File: config.mk
export PLATFORM = sky130hd
export DESIGN_NAME = dfe_apb_slave
export DESIGN_NICKNAME = d
export VERILOG_FILES = /design/src/rtl/dfe_apb_slave.sv
export SDC_FILE = /design/constraint.sdc
export NUM_CORES = 1
export LEC_CHECK = 0
export ABC_AREA = 1
export CORE_MARGIN = 5
export CORE_UTILIZATION = 54
export CTS_CLUSTER_DIAMETER = 30
export DETAILED_ROUTE_END_ITERATION = 8
export HOLD_SLACK_MARGIN = 0.06
export MAX_ROUTING_LAYER = met4
export PLACE_DENSITY_LB_ADDON = 0.15
export SETUP_SLACK_MARGIN = 0.1
export SYNTH_ARGS = -nofsm -noshare
export SYNTH_HDL_FRONTEND = slang
export SYNTH_SLANG_ARGS = --single-unit
File: constraint.sdc
create_clock -name PCLK -period 3.3 [get_ports PCLK]
set_clock_uncertainty 0.2 [all_clocks]
set_input_delay 0.66 -clock PCLK [delete_from_list [all_inputs] [get_ports PCLK]]
set_output_delay 0.66 -clock PCLK [all_outputs]
set_load 0.01 [all_outputs]
File: src/rtl/dfe_apb_slave.sv
// dfe_apb_slave: APB register block for DFE config (enables, CIC factor, notch biquad coefficients).
// Define DFE_APB_SHADOW_EN to stage coefficients in shadow registers and apply them on a sample_tick after COMMIT.
module dfe_apb_slave #(
  parameter int ABP_ADDR_WIDTH = 4,
  parameter int ABP_DATA_WIDTH = 32,
  parameter int DFE_DATA_WIDTH = 16
) (
  input  logic                      PCLK,
  input  logic                      PRESETn,
  input  logic                      PSEL,
  input  logic                      PENABLE,
  input  logic                      PWRITE,
  input  logic [ABP_ADDR_WIDTH-1:0] PADDR,
  input  logic [ABP_DATA_WIDTH-1:0] PWDATA,
  output logic [ABP_DATA_WIDTH-1:0] PRDATA,
  output logic                      PREADY,
  output logic                      PSLVERR,
  input  logic                      sample_tick,
  output logic [4:0]                blk_en,
  output logic [4:0]                cic_log2_d,
  output logic [DFE_DATA_WIDTH-1:0] b0_1, b1_1, b2_1, a1_1, a2_1,
  output logic [DFE_DATA_WIDTH-1:0] b0_2, b1_2, b2_2, a1_2, a2_2,
  output logic                      cfg_update
);
  typedef enum logic [1:0] {IDLE, SETUP, ACCESS} state_t;
  state_t st, nxt;
  logic access, err, we, coef_we, pending, hi;
  logic [2:0] idx;
  logic [3:0] ci, ci1;
  logic [7:0] err_cnt;
  logic [ABP_DATA_WIDTH-1:0] rd;
  logic [DFE_DATA_WIDTH-1:0] rd_u, rd_l;
  logic [DFE_DATA_WIDTH-1:0] act [10];
  assign idx = PADDR[2:0];
  assign hi = |PADDR[ABP_ADDR_WIDTH-1:3];
  assign ci = {idx - 3'd2, 1'b0};
  assign ci1 = {idx - 3'd2, 1'b1};
  // st == SETUP means the setup phase was seen on the last edge, so PENABLE now marks the access phase
  always_comb begin
    nxt = (PSEL && !PENABLE) ? SETUP : (st == SETUP && PSEL && PENABLE) ? ACCESS : IDLE;
    access = st == SETUP && PSEL && PENABLE;
    err = access && (hi || (PWRITE && idx == 3'd1) || (PWRITE && idx == 3'd0 && PWDATA[13:9] > 5'd4));
    we = access && PWRITE && !err;
    coef_we = we && idx >= 3'd2 && idx <= 3'd6;
  end
  assign PREADY = access;
  assign PSLVERR = err;
  assign rd = (!hi && idx == 3'd0) ? ABP_DATA_WIDTH'({cic_log2_d, 4'b0, blk_en}) :
              (!hi && idx == 3'd1) ? ABP_DATA_WIDTH'({err_cnt, 7'b0, pending}) :
              (!hi && idx >= 3'd2 && idx <= 3'd6) ? {rd_u, rd_l} : '0;
  assign {b0_1, b1_1, b2_1, a1_1, a2_1} = {act[0], act[1], act[2], act[3], act[4]};
  assign {b0_2, b1_2, b2_2, a1_2, a2_2} = {act[5], act[6], act[7], act[8], act[9]};
  always_ff @(posedge PCLK or negedge PRESETn)
    if (!PRESETn) st <= IDLE;
    else st <= nxt;
`ifdef DFE_APB_SHADOW_EN
  logic [DFE_DATA_WIDTH-1:0] shd [10];
  logic commit_w;
  assign commit_w = we && idx == 3'd7 && PWDATA[0];
  assign rd_u = shd[ci];
  assign rd_l = shd[ci1];
  // a COMMIT landing on a tick edge re-arms pending, so it waits for the following tick
  always_ff @(posedge PCLK or negedge PRESETn) begin
    if (!PRESETn) begin
      shd <= '{default: '0};
      pending <= 1'b0;
    end else begin
      if (coef_we) begin
        shd[ci] <= PWDATA[2*DFE_DATA_WIDTH-1:DFE_DATA_WIDTH];
        shd[ci1] <= PWDATA[DFE_DATA_WIDTH-1:0];
      end
      if (commit_w) pending <= 1'b1;
      else if (sample_tick) pending <= 1'b0;
    end
  end
`else
  assign pending = 1'b0;
  assign rd_u = act[ci];
  assign rd_l = act[ci1];
`endif
  always_ff @(posedge PCLK or negedge PRESETn) begin
    if (!PRESETn) begin
      PRDATA <= '0;
      blk_en <= '0;
      cic_log2_d <= '0;
      err_cnt <= '0;
      cfg_update <= 1'b0;
      act <= '{default: '0};
    end else begin
      PRDATA <= (PSEL && !PENABLE && !PWRITE) ? rd : '0;
      if (err && err_cnt != 8'hFF) err_cnt <= err_cnt + 8'd1;
      if (we && idx == 3'd0) begin
        blk_en <= PWDATA[4:0];
        cic_log2_d <= PWDATA[13:9];
      end
`ifdef DFE_APB_SHADOW_EN
      cfg_update <= sample_tick && pending;
      if (sample_tick && pending) act <= shd;
`else
      cfg_update <= coef_we;
      if (coef_we) begin
        act[ci] <= PWDATA[2*DFE_DATA_WIDTH-1:DFE_DATA_WIDTH];
        act[ci1] <= PWDATA[DFE_DATA_WIDTH-1:0];
      end
`endif
    end
  end
endmodule

==> qor.yml <==
cts:
  clockBufferDepth: 3
  clk_pin_slew_ns: 0.05
  cts_setup_buffers: 0
  clkLatencyLatePin_ns: 0.52
  root_buffer: "clkbuf_16"
  cts_tree: "yes"
  numClockSinks: 213
  htree_levels: 2
  cts_inserted_buffers: 46
yosys:
  synth_top_area_share_pct: 53.0
  synth-compound-area-share_pct: 5.80
  synth_edf_count: 0
  yosysSeqAreaShare_pct: 53.0
  synth_nets: 1271
  ys_types: 28
  yosys.area.top_type: "dfrtp_1"
  synth-simple-area-share_pct: 34.0
  synth.avg_cell_area_sq_um: 8.22
  ys.warnings.count: 0
  synth_area_sq_um: 10000
  synth-seq-cells: 213
  synth-adder-area-share_pct: 0.747
  synthMuxAreaShare_pct: 0.0996
  yosys-top-cells-area: "dfrtp_1, nand2_1, nand4_1, nand3_1, clkbuf_1"
  synth_xor_area_share_pct: 0.610
  synth_flop_cell: "dfrtp_1"
  synthArstFlopShare_pct: 100
  synthCells: 1223
  synth_top_family_by_area: "simple AND/OR/NAND/NOR gates"
worst_hold_path:
  hold_class: "reg2reg"
setup_path:
  critPathMaxFanout: 3
  path_class: "in2out"
  critPathLaunchType: "input port"
  arrival_ns: 2.06
  worstSetupEndpointType: "primary output"
  required_ns: 2.44
route:
  num_vias: 10500
  drtIter0Drc: 1082
  antenna_left: 0
  post_drt_wl_per_cell_um: 21.0
  wl_mm: 36.4
  first_pass_iters: 5
  viasPerCell: 6.03
  drc_errors: 0
global_routing:
  antenna_found_initial: 1
  grt_pass1_wl_mm: 57.9
  grt_max_degree: 79
  overflow: 0
  grt_pass1_vias: 10500
  track_usage_pct: 34.6
placed_design:
  dp_hpwl_mm: 23.0
  place_inst: 1653
  io_buffers: 245
  place_area_sq_um: 12800
  gp_congestion: 0.916
timing:
  setup-violations-final: 0
  hold_violations: 0
  timing.final.max_slew_violations: 0
  max_slew_margin_pct: 57.7
  timing.final.crit_share_pct: 88.6
  hold_slack_ns: 0.294
  period_needed_ns: 2.92
  rsz0062_at_grt: "false"
  worst_slew_pin_slew_ns: 0.632
  fin_setup_tns_ns: 0
  fmax_mhz: 342
layout:
  syn_to_final_growth_pct: 44.2
  nets: 1521
  drive_above_1_share_pct: 10.8
  layout_common_cells: "nand2_1, clkdlybuf4s50_1, dfrtp_1"
  final_common_cell: "nand2_1"
  layout.cells.non_filler: 1737
  fin_area_sq_um: 14500
die:
  row_count: 49
  initial_core_util_pct: 55.4
  coreArea_sq_um: 18100
  dieArea_sq_um: 21400
  die_x_um: 146
  boundaryPins: 247
  die_h_um: 146
pwr:
  vdd_drop_max_mv: 0.429
  finalPower_mw: 8.42
  p_per_area_nw_per_um2: 581
  leakagePower_nw: 6.98
run:
  max_cap_viol_count: 0
status:
  status: "finished clean"
## per-stage QoR
step                utilization (%)  setup WS, ns
global placement               70.7       0.00740
floorplan                         -         0.949
global route                   79.9         0.323
finish                         79.9         0.376
CTS                            79.8         0.121
detailed placement             70.7        0.0357
## cell usage after synthesis, drive strengths merged, types with 3 or more instances
cell,n
inv,42
xor2,4
or2,12
a21oi,39
clkbuf,65
nor2,54
o21ai,28
dfrtp,213
buf,30
nor3,3
xnor2,3
nand3,96
nand2,446
o211ai,30
ha,6
nand4,148
## sequential cells by signal, indices dropped and copies added, names as in the netlist, 8 cells and up
| register | count |
|---|---|
| a1_1 | 16 |
| PRDATA | 32 |
| b1_2 | 16 |
| b2_2 | 16 |
| b1_1 | 16 |
| b2_1 | 16 |
| a2_1 | 16 |
| b0_1 | 16 |
| err_cnt | 8 |
| a1_2 | 16 |
| a2_2 | 16 |
| b0_2 | 16 |
## critical path, cell delays in order
cell and delay (ns):
clkdlybuf4s50_1 0.48, nand4_1 0.17, buf_4 0.19, inv_1 0.04, clkdlybuf4s50_1 0.52
## final timing paths
path | slack, ns | to | depth (start not counted) | from
min in group asynchronous | 0.49 | err_cnt[1] | 2 | PRESETn
hold / removal | 0.29 | b0_2[13] | 2 | b0_2[13]
hold reg to reg | 0.29 | b0_2[13] | 2 | b0_2[13]
setup / recovery | 0.38 | PREADY | 5 | PENABLE
max in group asynchronous | 1.59 | PRDATA[28] | 3 | PRESETn
setup reg to reg | 0.98 | b2_1[12] | 9 | st[1]
## cell type report
cell class,count,area (sq um)
Antenna cell,1,2.50
Clock buffer,56,1280
Clock inverter,26,373
Fill cell,1203,3650
Inverter,42,160
Multi-Input combinational cell,873,4180
Sequential cell,213,5330
Tap cell,229,287
Timing Repair Buffer,297,2880
## logic make-up after synthesis
kind of cell	after synthesis
DFF	213
muxes	1
buffers and inverters	137
AOI/OAI and AO/OA	100
and+or+nand+nor	759
adders and majority gates	6
xor gates and xnor gates	7
## layer usage
layer	part of all wire, %	wire length [um]	global-route usage (%)	vias to the layer above
met1	38	13700	43.1	5010
met4	4.3	1560	15.4	0
met5	0	0	-	-
li1	-	-	-	4641
met2	47	17200	53.9	698
met3	11	3920	8.74	130
## report_power, final
part	switching [mW]	total [mW]	internal, mW
Combinational	0.460	0.759	0.300
Sequential	0.0900	2.80	2.71
Clock	1.49	4.86	3.37
Total	2.04	8.42	6.38
## what timing repair did
action                                  CTS  global route
hold buffers                              1             0
hold endpoints to repair                 61             0
gates resized for setup                   1             1
endpoints found under the setup margin    1             1
No activity file was read; power rests on OpenSTA's default activity.
